==> config.mk <==
export PLATFORM = sky130hd
export DESIGN_NAME = spi_word_sequencer_flat
export DESIGN_NICKNAME = d
export VERILOG_FILES = /design/src/rtl/spi_word_sequencer_pkg.sv /design/src/rtl/spi_word_sequencer_if.sv /design/src/rtl/spi_word_sequencer.sv /design/src/flat_wrapper.sv
export SDC_FILE = /design/constraint.sdc
export NUM_CORES = 1
export LEC_CHECK = 0
export CORE_UTILIZATION = 56
export CTS_BUF_LIST = sky130_fd_sc_hd__clkbuf_2
export DETAILED_ROUTE_END_ITERATION = 7
export GPL_TIMING_DRIVEN = 0
export PLACE_DENSITY_LB_ADDON = 0.1
export SETUP_SLACK_MARGIN = 0.05
export SLEW_MARGIN = 25
export SYNTH_ARGS = -nofsm -noshare
export SYNTH_HDL_FRONTEND = slang
export SYNTH_SLANG_ARGS = --single-unit
==> constraint.sdc <==
create_clock -name clk_in -period 4 [get_ports clk_in]
set_input_delay 0.4 -clock clk_in [delete_from_list [all_inputs] [get_ports clk_in]]
set_output_delay 0.4 -clock clk_in [all_outputs]
set_load 0.005 [all_outputs]
==> src/rtl/spi_word_sequencer_pkg.sv <==
// Shared types and sizing helpers for the SPI word sequencer.
package spi_seq_pkg;

    typedef enum logic [2:0] {
        IDLE = 3'd0,
        LOAD = 3'd1,
        WAIT = 3'd2,
        GAP  = 3'd3,
        DONE = 3'd4
    } state_t;

    function automatic int cnt_width(input int n);
        return ($clog2(n) > 1) ? $clog2(n) : 1;
    endfunction

endpackage

==> src/rtl/spi_word_sequencer_if.sv <==
// Word handshake, byte-controller link and FSM debug view of spi_word_sequencer.
// valid/ready: a word moves on the clk_in edge where word_valid_in and word_ready_out are both high, word_in held until then; word_valid_out, byte_trigger_out and byte_valid_in are one-cycle strobes with no back-pressure.
interface spi_word_sequencer_if #(
    parameter int BYTE_WIDTH = 8,
    parameter int WORD_BYTES = 4
);
    import spi_seq_pkg::*;

    localparam int WORD_WIDTH = WORD_BYTES * BYTE_WIDTH;

    logic [WORD_WIDTH-1:0] word_in;
    logic                  word_valid_in;
    logic                  word_ready_out;
    logic [WORD_WIDTH-1:0] word_out;
    logic                  word_valid_out;
    logic [BYTE_WIDTH-1:0] byte_out;
    logic                  byte_trigger_out;
    logic [BYTE_WIDTH-1:0] byte_in;
    logic                  byte_valid_in;
    logic                  busy_out;
    logic                  error_out;
    state_t                state_dbg;

    modport slave (
        input  word_in, word_valid_in, byte_in, byte_valid_in,
        output word_ready_out, word_out, word_valid_out, byte_out,
               byte_trigger_out, busy_out, error_out, state_dbg
    );

    modport master (
        output word_in, word_valid_in, byte_in, byte_valid_in,
        input  word_ready_out, word_out, word_valid_out, byte_out,
               byte_trigger_out, busy_out, error_out, state_dbg
    );

endinterface

==> src/rtl/spi_word_sequencer.sv <==
// Splits a word into MSB-first bytes for a byte SPI controller and reassembles the reply word.
// Defining SPI_SEQ_TIMEOUT_EN adds a per-byte watchdog that aborts a stalled transfer.
module spi_word_sequencer
    import spi_seq_pkg::*;
#(
    parameter int BYTE_WIDTH     = 8,
    parameter int WORD_BYTES     = 4,
    parameter int GAP_CYCLES     = 4,
    parameter int TIMEOUT_CYCLES = 100000
) (
    input logic                 clk_in,
    input logic                 rst_in,
    spi_word_sequencer_if.slave bus
);
    localparam int WORD_WIDTH = WORD_BYTES * BYTE_WIDTH;
    localparam int IDX_W      = cnt_width(WORD_BYTES);
    localparam int GAP_W      = cnt_width(GAP_CYCLES);
    localparam logic [IDX_W-1:0] IDX_LAST = IDX_W'(WORD_BYTES - 1);
    localparam logic [GAP_W-1:0] GAP_LAST = GAP_W'((GAP_CYCLES > 0) ? GAP_CYCLES - 1 : 0);

    if (WORD_BYTES < 1 || BYTE_WIDTH < 1 || GAP_CYCLES < 0 || TIMEOUT_CYCLES < 1) begin : g_bad_params
        $error("spi_word_sequencer: illegal parameter set");
    end

    state_t                state;
    state_t                state_nxt;
    logic [WORD_WIDTH-1:0] tx_reg;
    logic [WORD_WIDTH-1:0] rx_reg;
    logic [WORD_WIDTH-1:0] rx_shift;
    logic [WORD_WIDTH-1:0] word_q;
    logic [IDX_W-1:0]      byte_idx;
    logic [GAP_W-1:0]      gap_cnt;

    // Received bytes enter at the bottom so the first one ends up in the top byte.
    assign rx_shift = WORD_WIDTH'({rx_reg, bus.byte_in});

`ifdef SPI_SEQ_TIMEOUT_EN
    localparam int WD_W = cnt_width(TIMEOUT_CYCLES);
    localparam logic [WD_W-1:0] WD_LAST = WD_W'(TIMEOUT_CYCLES - 1);

    logic [WD_W-1:0] wd_cnt;
    logic            timeout;

    assign timeout       = (state == WAIT) && !bus.byte_valid_in && (wd_cnt == WD_LAST);
    assign bus.error_out = timeout;
`else
    assign bus.error_out = 1'b0;
`endif

    always_comb begin
        state_nxt = state;
        case (state)
            IDLE: if (bus.word_valid_in) state_nxt = LOAD;
            LOAD: state_nxt = WAIT;
            WAIT: begin
                if (bus.byte_valid_in) begin
                    if (byte_idx == IDX_LAST)  state_nxt = DONE;
                    else if (GAP_CYCLES > 0)   state_nxt = GAP;
                    else                       state_nxt = LOAD;
                end
`ifdef SPI_SEQ_TIMEOUT_EN
                else if (timeout) begin
                    state_nxt = IDLE;
                end
`endif
            end
            GAP:     if (gap_cnt == GAP_LAST) state_nxt = LOAD;
            DONE:    state_nxt = IDLE;
            default: state_nxt = IDLE;
        endcase
    end

    always_ff @(posedge clk_in) begin
        if (rst_in) state <= IDLE;
        else        state <= state_nxt;
    end

    always_ff @(posedge clk_in) begin
        if (rst_in) begin
            tx_reg   <= '0;
            rx_reg   <= '0;
            word_q   <= '0;
            byte_idx <= '0;
            gap_cnt  <= '0;
`ifdef SPI_SEQ_TIMEOUT_EN
            wd_cnt   <= '0;
`endif
        end else begin
            case (state)
                IDLE: begin
                    if (bus.word_valid_in) begin
                        tx_reg   <= bus.word_in;
                        rx_reg   <= '0;
                        byte_idx <= '0;
                    end
                end
                LOAD: begin
`ifdef SPI_SEQ_TIMEOUT_EN
                    wd_cnt <= '0;
`endif
                end
                WAIT: begin
                    if (bus.byte_valid_in) begin
                        rx_reg  <= rx_shift;
                        tx_reg  <= tx_reg << BYTE_WIDTH;
                        gap_cnt <= '0;
`ifdef SPI_SEQ_TIMEOUT_EN
                        wd_cnt  <= '0;
`endif
                        // word_out is loaded here so it is already valid in the DONE cycle.
                        if (byte_idx == IDX_LAST) word_q   <= rx_shift;
                        else                      byte_idx <= byte_idx + IDX_W'(1);
                    end
`ifdef SPI_SEQ_TIMEOUT_EN
                    else begin
                        wd_cnt <= wd_cnt + WD_W'(1);
                    end
`endif
                end
                GAP:     gap_cnt <= gap_cnt + GAP_W'(1);
                default: ;
            endcase
        end
    end

    assign bus.word_ready_out   = (state == IDLE);
    assign bus.busy_out         = (state != IDLE);
    assign bus.byte_trigger_out = (state == LOAD);
    assign bus.byte_out         = tx_reg[WORD_WIDTH-1 -: BYTE_WIDTH];
    assign bus.word_valid_out   = (state == DONE);
    assign bus.word_out         = word_q;
    assign bus.state_dbg        = state;

endmodule

==> src/flat_wrapper.sv <==
// flat-port wrapper written by rule: the top's interface ports become plain ports
module spi_word_sequencer_flat import spi_seq_pkg::*;
#(
    parameter int BYTE_WIDTH     = 8,
    parameter int WORD_BYTES     = 4,
    parameter int GAP_CYCLES     = 4,
    parameter int TIMEOUT_CYCLES = 100000
)
  (clk_in, rst_in, bus_word_in, bus_word_valid_in, bus_byte_in, bus_byte_valid_in, bus_word_ready_out, bus_word_out, bus_word_valid_out, bus_byte_out, bus_byte_trigger_out, bus_busy_out, bus_error_out, bus_state_dbg);
  spi_word_sequencer_if #(.BYTE_WIDTH(BYTE_WIDTH), .WORD_BYTES(WORD_BYTES)) bus_i ();
  input logic clk_in;
  input logic rst_in;
  input wire logic [$bits(bus_i.word_in)-1:0] bus_word_in;
  input wire logic [$bits(bus_i.word_valid_in)-1:0] bus_word_valid_in;
  input wire logic [$bits(bus_i.byte_in)-1:0] bus_byte_in;
  input wire logic [$bits(bus_i.byte_valid_in)-1:0] bus_byte_valid_in;
  output wire logic [$bits(bus_i.word_ready_out)-1:0] bus_word_ready_out;
  output wire logic [$bits(bus_i.word_out)-1:0] bus_word_out;
  output wire logic [$bits(bus_i.word_valid_out)-1:0] bus_word_valid_out;
  output wire logic [$bits(bus_i.byte_out)-1:0] bus_byte_out;
  output wire logic [$bits(bus_i.byte_trigger_out)-1:0] bus_byte_trigger_out;
  output wire logic [$bits(bus_i.busy_out)-1:0] bus_busy_out;
  output wire logic [$bits(bus_i.error_out)-1:0] bus_error_out;
  output wire logic [$bits(bus_i.state_dbg)-1:0] bus_state_dbg;
  assign bus_i.word_in = bus_word_in;
  assign bus_i.word_valid_in = bus_word_valid_in;
  assign bus_i.byte_in = bus_byte_in;
  assign bus_i.byte_valid_in = bus_byte_valid_in;
  assign bus_word_ready_out = bus_i.word_ready_out;
  assign bus_word_out = bus_i.word_out;
  assign bus_word_valid_out = bus_i.word_valid_out;
  assign bus_byte_out = bus_i.byte_out;
  assign bus_byte_trigger_out = bus_i.byte_trigger_out;
  assign bus_busy_out = bus_i.busy_out;
  assign bus_error_out = bus_i.error_out;
  assign bus_state_dbg = bus_i.state_dbg;
  spi_word_sequencer #(.BYTE_WIDTH(BYTE_WIDTH), .WORD_BYTES(WORD_BYTES), .GAP_CYCLES(GAP_CYCLES), .TIMEOUT_CYCLES(TIMEOUT_CYCLES)) u_core (.clk_in(clk_in), .rst_in(rst_in), .bus(bus_i));
endmodule
==> results of run 1 <==
[layer usage]
metal	vias up	share of wire [%]	track usage, %
li1	1900	-	-
met1	1829	46	41.9
met2	144	46	47.6
met3	17	5.8	3.32
met4	0	1.6	9.24
met5	-	0	0
[worst min-delay path by stage]
stage	startpoint	end	slack [ns]	depth (start not counted)
floorplan	u_core.rx_reg[16]	u_core.bus.word_out[24]	0.44	2
global placement	u_core.rx_reg[22]	u_core.bus.word_out[30]	0.46	2
detailed placement	u_core.rx_reg[20]	u_core.bus.word_out[28]	0.46	2
CTS	bus_word_in[3]	u_core.tx_reg[3]	0.39	3
global route	bus_word_in[7]	u_core.tx_reg[7]	0.39	3
finish	bus_word_in[3]	u_core.tx_reg[3]	0.38	3
[synth_stat cells (2+ instances only)]
| master | n |
|---|---|
| dfxtp_1 | 95 |
| a21oi_1 | 92 |
| o21ai_0 | 62 |
| nand3_1 | 32 |
| a211oi_1 | 25 |
| mux2i_1 | 24 |
| nand4_1 | 24 |
| clkbuf_1 | 23 |
| buf_4 | 18 |
| buf_2 | 14 |
| nand2_1 | 11 |
| o21ai_1 | 5 |
| buf_1 | 4 |
| inv_1 | 4 |
| buf_6 | 3 |
| ha_1 | 2 |
| nand2b_1 | 2 |
| nand3b_1 | 2 |
| nor2_2 | 2 |
| nor3b_1 | 2 |
| nor4_1 | 2 |
| or3_1 | 2 |
[worst reg2reg max path: stages, from the launching register on]
cell,delay (ns)
dfxtp_1,0.47
mux2i_2,0.46
clkbuf_1,0.40
o21ai_0,0.15
a21oi_1,0.14
[layout make-up]
| type | count | share of cell area (%) |
|---|---|---|
| plain buffers | 62 | 6.49 |
| clock buffers | 10 | 0.955 |
| clock inverters | 6 | 1.77 |
| inverters | 4 | 0.287 |
| multi-input cells | 305 | 34.9 |
| flip-flops and latches | 95 | 36.3 |
| well taps | 96 | 2.29 |
| repair buffers | 89 | 17.0 |
[metrics by stage]
step,total power [mW],hold WS [ns]
finish,1.88,0.381
global placement,1.34,0.458
global route,1.95,0.387
detailed placement,1.35,0.461
floorplan,1.22,0.440
CTS,1.88,0.386
[cell families after synthesis]
group | share of synthesized area, %
DFF | 46.5
adders and majority gates | 0.612
other | 0.0918
and+or+nand+nor | 12.9
buffers and inverters | 8.70
AOI/OAI and AO/OA | 24.6
muxes | 6.58
[power by group through the flow]
| stage | logic [mW] | clock network, mW | registers, mW |
|---|---|---|---|
| 5_1_grt | 0.355 | 0.577 | 1.02 |
| 6_report | 0.326 | 0.542 | 1.02 |
| 4_1_cts | 0.324 | 0.538 | 1.01 |
| 3_3_place_gp | 0.314 | 0 | 1.03 |
| 3_5_place_dp | 0.322 | 0 | 1.03 |
| 2_1_floorplan | 0.198 | 0 | 1.02 |
==> impl_metrics.yaml, run 1 <==
placed_design:
  pre_cts_slack_ns: 1.93
  portBuffers: 89
  place_inst: 651
  gp_congestion: 0.914
  postPlaceCellArea_mm2: 0.00510
  dpl.hpwl_um: 7760
final_layout:
  final_cell_mix: "dfxtp_1 (95), a21oi_1 (92), clkdlybuf4s50_1 (89)"
  antennaDiodeCount: 0
  nNetsFinal: 612
  n_fill_cell: 549
  drive_above_1_share_pct: 9.81
  multiInputGateArea_mm2: 0.00183
  area_growth_pct: 28.2
  final_cells: 667
  layout_commonest_cell: "dfxtp_1"
  ff_latch_area_mm2: 0.00190
  fin_area_mm2: 0.00524
  final_core_util_pct: 75.9
setup_path:
  critical_path_required_ns: 3.60
  cp-endpoint: "bus_word_ready_out"
  cp-start-kind: "flip-flop"
  critPathLaunch: "u_core.bus.state_dbg[1]"
  end_kind: "output pin"
  critical_path_class: "reg2out"
  r2r_end: "u_core.tx_reg[0]"
  slowest_stage: "clkdlybuf4s50_1"
  cp_slowest_stage_delay_ns: 0.50
  cp_top_family: "buffers and inverters"
  r2r_cells: 4
  r2r_slack_ns: 2.35
  critPathArrivalTime_ns: 2.18
  cp_num_buf_inv: 4
  critPathMaxFanout: 10
  path_depth: 5
  path_cells: "buf_6 > buf_4 > or3_1 > inv_1 > clkdlybuf4s50_1"
  r2r-start: "u_core.bus.state_dbg[1]"
synthesis:
  synth_top_area_share_pct: 46.5
  yosysWarnings: 0
  synth_area_leaders: "dfxtp_1 (47%), a21oi_1 (11%), o21ai_0 (7.6%)"
  synth-edff-count: 0
  syn_area_per_cell_um2: 8.77
  synthArstFlopShare_pct: 0
  netlist.top_cell.by_area: "dfxtp_1"
  synthesis.nets: 512
  syn_inst: 466
  yosysSeqAreaShare_pct: 46.5
  synth_cell_type_count: 38
  synth.ff_latch_count: 95
  syn_area_mm2: 0.00409
  synth_flop_cell: "dfxtp_1"
pwr:
  p_clk_share_pct: 28.8
  intPower_mw: 1.36
  combPwrFrac_pct: 17.3
  p_seq_share_pct: 53.9
  ir_drop_v: 0.000206
  p_per_area_mw_per_mm2: 359
  swShare_pct: 27.8
  p_sw_mw: 0.524
  leakagePower_nw: 1.77
timing:
  worst_slack_ns: 1.42
  relSlewSlack_pct: 61.7
  max_freq_ghz: 0.387
  setup_tns_ns: 0
  min_period_over_period_pct: 64.6
  finalHoldViolations: 0
  fin_skew_ns: 0.0411
  layout_min_cycle_time_ns: 2.58
  drv_slew: 0
  rsz0062_at_grt: "no"
  setup_viol: 0
  worst_slew_pin_slew_ns: 0.575
route:
  via_count: 3890
  wl_per_cell_um: 16.0
  final_antenna_net_count: 0
  wirelength_um: 10700
  drt_iter0_drc: 267
  drtPass1Iterations: 5
  drc: 0
  viasPerCell: 5.83
clock_tree:
  clock_path_buffers: 2
  cts_made_buffers: 9
  cts_hold_buf: 0
  postCtsResizedCells: 0
  htreeDepth: 3
  root_buffer: "clkbuf_2"
  path_clk_slew_ns: 0.24
  cts_setup_buffers: 0
  cts_tree: "done"
  clock_latency_ns: 0.56
  clock-sinks: 95
floorplanning:
  die-area_mm2: 0.00764
  io_pins: 92
  initial_core_util_pct: 59.2
  std_cell_rows: 30
  die_y_um: 87.4
  die_w_um: 87.4
  coreArea_mm2: 0.00691
global_route:
  grt-ovfl-total: 0
  grt_max_degree: 17
  antenna_found_initial: 0
  grt_pass1_vias: 3572
  grt_pass1_wl_um: 17600
  grt.total_usage_pct: 29.6
run:
  maxCapViolations: 0
run_status:
  status: "finished clean"
min_path:
  min_path_type: "in2reg"
Power figures use the tool's default switching activity.
==> inputs of run 2 (changes only) <==
--- a/config.mk
+++ b/config.mk
@@ -5,7 +5,7 @@
 export SDC_FILE = /design/constraint.sdc
 export NUM_CORES = 1
 export LEC_CHECK = 0
-export CORE_UTILIZATION = 56
+export CORE_UTILIZATION = 47
 export CTS_BUF_LIST = sky130_fd_sc_hd__clkbuf_2
 export DETAILED_ROUTE_END_ITERATION = 7
 export GPL_TIMING_DRIVEN = 0
==> constraint.sdc (replaced) <==
create_clock -name clk_in -period 2.18 [get_ports clk_in]
set_input_delay 0.218 -clock clk_in [delete_from_list [all_inputs] [get_ports clk_in]]
set_output_delay 0.218 -clock clk_in [all_outputs]
set_load 0.005 [all_outputs]
==> run 2 against run 1 <==
Setup slack worse by 1.2 ns. Non-clock buffer count is 2 higher. Clock skew is 0.017 ns lower. Die area is 19% higher. First-iteration DRC count is 16% lower. Critical path type unchanged. Critical endpoint is now bus_busy_out. Largest power group unchanged. Highest routed layer unchanged.
==> impl_metrics.yaml, run 2 (same netlist as run 1, synthesis figures left out) <==
timing:
  setup_tns_ns: 0
  relSlewSlack_pct: 61.1
  layout_min_cycle_time_ns: 1.99
  hold_slack_ns: 0.188
  worst_slew_pin_slew_ns: 0.584
  min_period_over_period_pct: 91.5
  finalHoldViolations: 0
  drv_slew: 0
  max_freq_ghz: 0.501
  setup_viol: 0
  fin_skew_ns: 0.0242
  rsz0062_at_grt: "no"
setup_path:
  r2r_end: "u_core.bus.word_out[29]"
  r2r_slack_ns: 0.38
  cp_top_family: "buffers and inverters"
  end_kind: "output pin"
  critical_path_class: "reg2out"
  critPathMaxFanout: 11
  cp-start-kind: "flip-flop"
  r2r_cells: 6
  slowest_stage: "clkdlybuf4s50_1"
  path_cells: "or3_4 > clkdlybuf4s50_1"
  critPathArrivalTime_ns: 1.78
  critical_path_required_ns: 1.96
  cp_num_buf_inv: 1
  r2r-start: "u_core.bus.state_dbg[0]"
  cp_slowest_stage_delay_ns: 0.46
clock_tree:
  cts_tree: "done"
  root_buffer: "clkbuf_2"
  clock_latency_ns: 0.54
  clock_path_buffers: 2
  htreeDepth: 3
  cts_hold_buf: 0
  path_clk_slew_ns: 0.26
  cts_made_buffers: 9
  clock-sinks: 95
final_layout:
  drive_above_1_share_pct: 11.0
  n_fill_cell: 737
  final_cell_mix: "a21oi_1 (92), dfxtp_1 (92), clkdlybuf4s50_1 (86)"
  fin_area_mm2: 0.00528
  nNetsFinal: 614
  multiInputGateArea_mm2: 0.00184
  antennaDiodeCount: 0
  area_growth_pct: 29.2
  ff_latch_area_mm2: 0.00191
route:
  drc: 0
  via_count: 3892
  viasPerCell: 5.74
  final_antenna_net_count: 0
  wirelength_um: 10800
  wl_per_cell_um: 16.0
  drt_iter0_drc: 223
  drtPass1Iterations: 5
run_status:
  status: "finished clean"
floorplanning:
  initial_core_util_pct: 49.2
  std_cell_rows: 33
  die-area_mm2: 0.00907
  die_w_um: 95.2
  io_pins: 92
  coreArea_mm2: 0.00830
  die_y_um: 95.2
global_route:
  grt_pass1_vias: 3626
  grt_max_degree: 18
  grt_pass1_wl_um: 17900
  grt.total_usage_pct: 25.6
  antenna_found_initial: 0
  grt-ovfl-total: 0
placed_design:
  portBuffers: 89
  gp_congestion: 0.840
  dpl.hpwl_um: 7850
  postPlaceCellArea_mm2: 0.00511
pwr:
  ir_drop_v: 0.000397
  leakagePower_nw: 1.79
  p_per_area_mw_per_mm2: 638
run:
  maxCapViolations: 0
min_path:
  min_path_type: "in2reg"
  hold_start: "bus_word_in[6]"
  min_to: "u_core.tx_reg[6]"
  hold-path-cell-count: 3
==> run 2: cell count changes in the layout (fill, tap and decap cells not counted), moves of 2 or more <==
| cell | before | now |
|---|---|---|
| nor3b_1 | 2 | 0 |
| nor3b_2 | 0 | 2 |
| buf_4 | 18 | 24 |
| clkdlybuf4s50_1 | 89 | 86 |
| inv_8 | 0 | 2 |
| dlygate4sd2_1 | 0 | 2 |
| buf_2 | 14 | 11 |
| dfxtp_1 | 95 | 92 |
| dfxtp_4 | 0 | 3 |
==> run 2: cell type report <==
class                   count  area share, %
flip-flops and latches     95           36.2
clock buffers               9          0.853
inverters                   4          0.284
clock inverters             7           1.52
plain buffers              58           5.95
multi-input cells         305           34.9
repair buffers             95           17.7
well taps                 105           2.49
==> run 2: worst max-delay path by stage <==
stage	from	end	slack [ns]	cells after the start
floorplan	u_core.byte_idx[0]	u_core.byte_idx[0]	0.82	5
global placement	bus_word_valid_in	u_core.tx_reg[5]	0.26	5
global route	u_core.bus.state_dbg[2]	bus_busy_out	0.11	2
detailed placement	u_core.bus.state_dbg[1]	bus_byte_trigger_out	0.27	5
CTS	u_core.bus.state_dbg[1]	bus_word_ready_out	0.07	3
finish	u_core.bus.state_dbg[1]	bus_busy_out	0.19	2
==> run 2: power breakdown <==
group	switching (mW)	total [mW]	internal, mW
Combinational	0.309	0.602	0.293
Sequential	0.0492	1.86	1.81
Clock	0.621	0.902	0.281
Total	0.979	3.37	2.39
==> run 2: per-layer routing <==
metal  up-vias  share of wire (%)  wire length [um]  GRT usage [%]
met3        11                6.9               742           3.99
met5         -                  0                 0              0
met1      1818                 47              5120           35.8
met2       157                 45              4820           40.2
met4         0                1.3               140           8.21
li1       1906                  -                 -              -
==> run 2: worst reg2reg max path: cells and delay by family (launching register included) <==
kind	cells	cell delay, ns
and+or+nand+nor	1	0.38
AOI/OAI and AO/OA	2	0.28
DFF	1	0.40
buffers and inverters	3	0.63
==> run 2: what timing repair did <==
action,CTS,global route
endpoints found under the setup margin,4,1
setup buffers,6,0
gates cloned,0,0
gates resized for setup,12,1
==> run 2: per-stage QoR <==
step           power [mW]  worst slack [ns]  utilization (%)  std cells
3_5_place_dp         2.49             0.267             61.6        660
2_1_floorplan        2.24             0.818                -        466
3_3_place_gp         2.48             0.264             61.6        660
4_1_cts              3.38            0.0749             63.6        678
6_report             3.37             0.185             63.6        678
5_1_grt              3.52             0.113             63.6        678
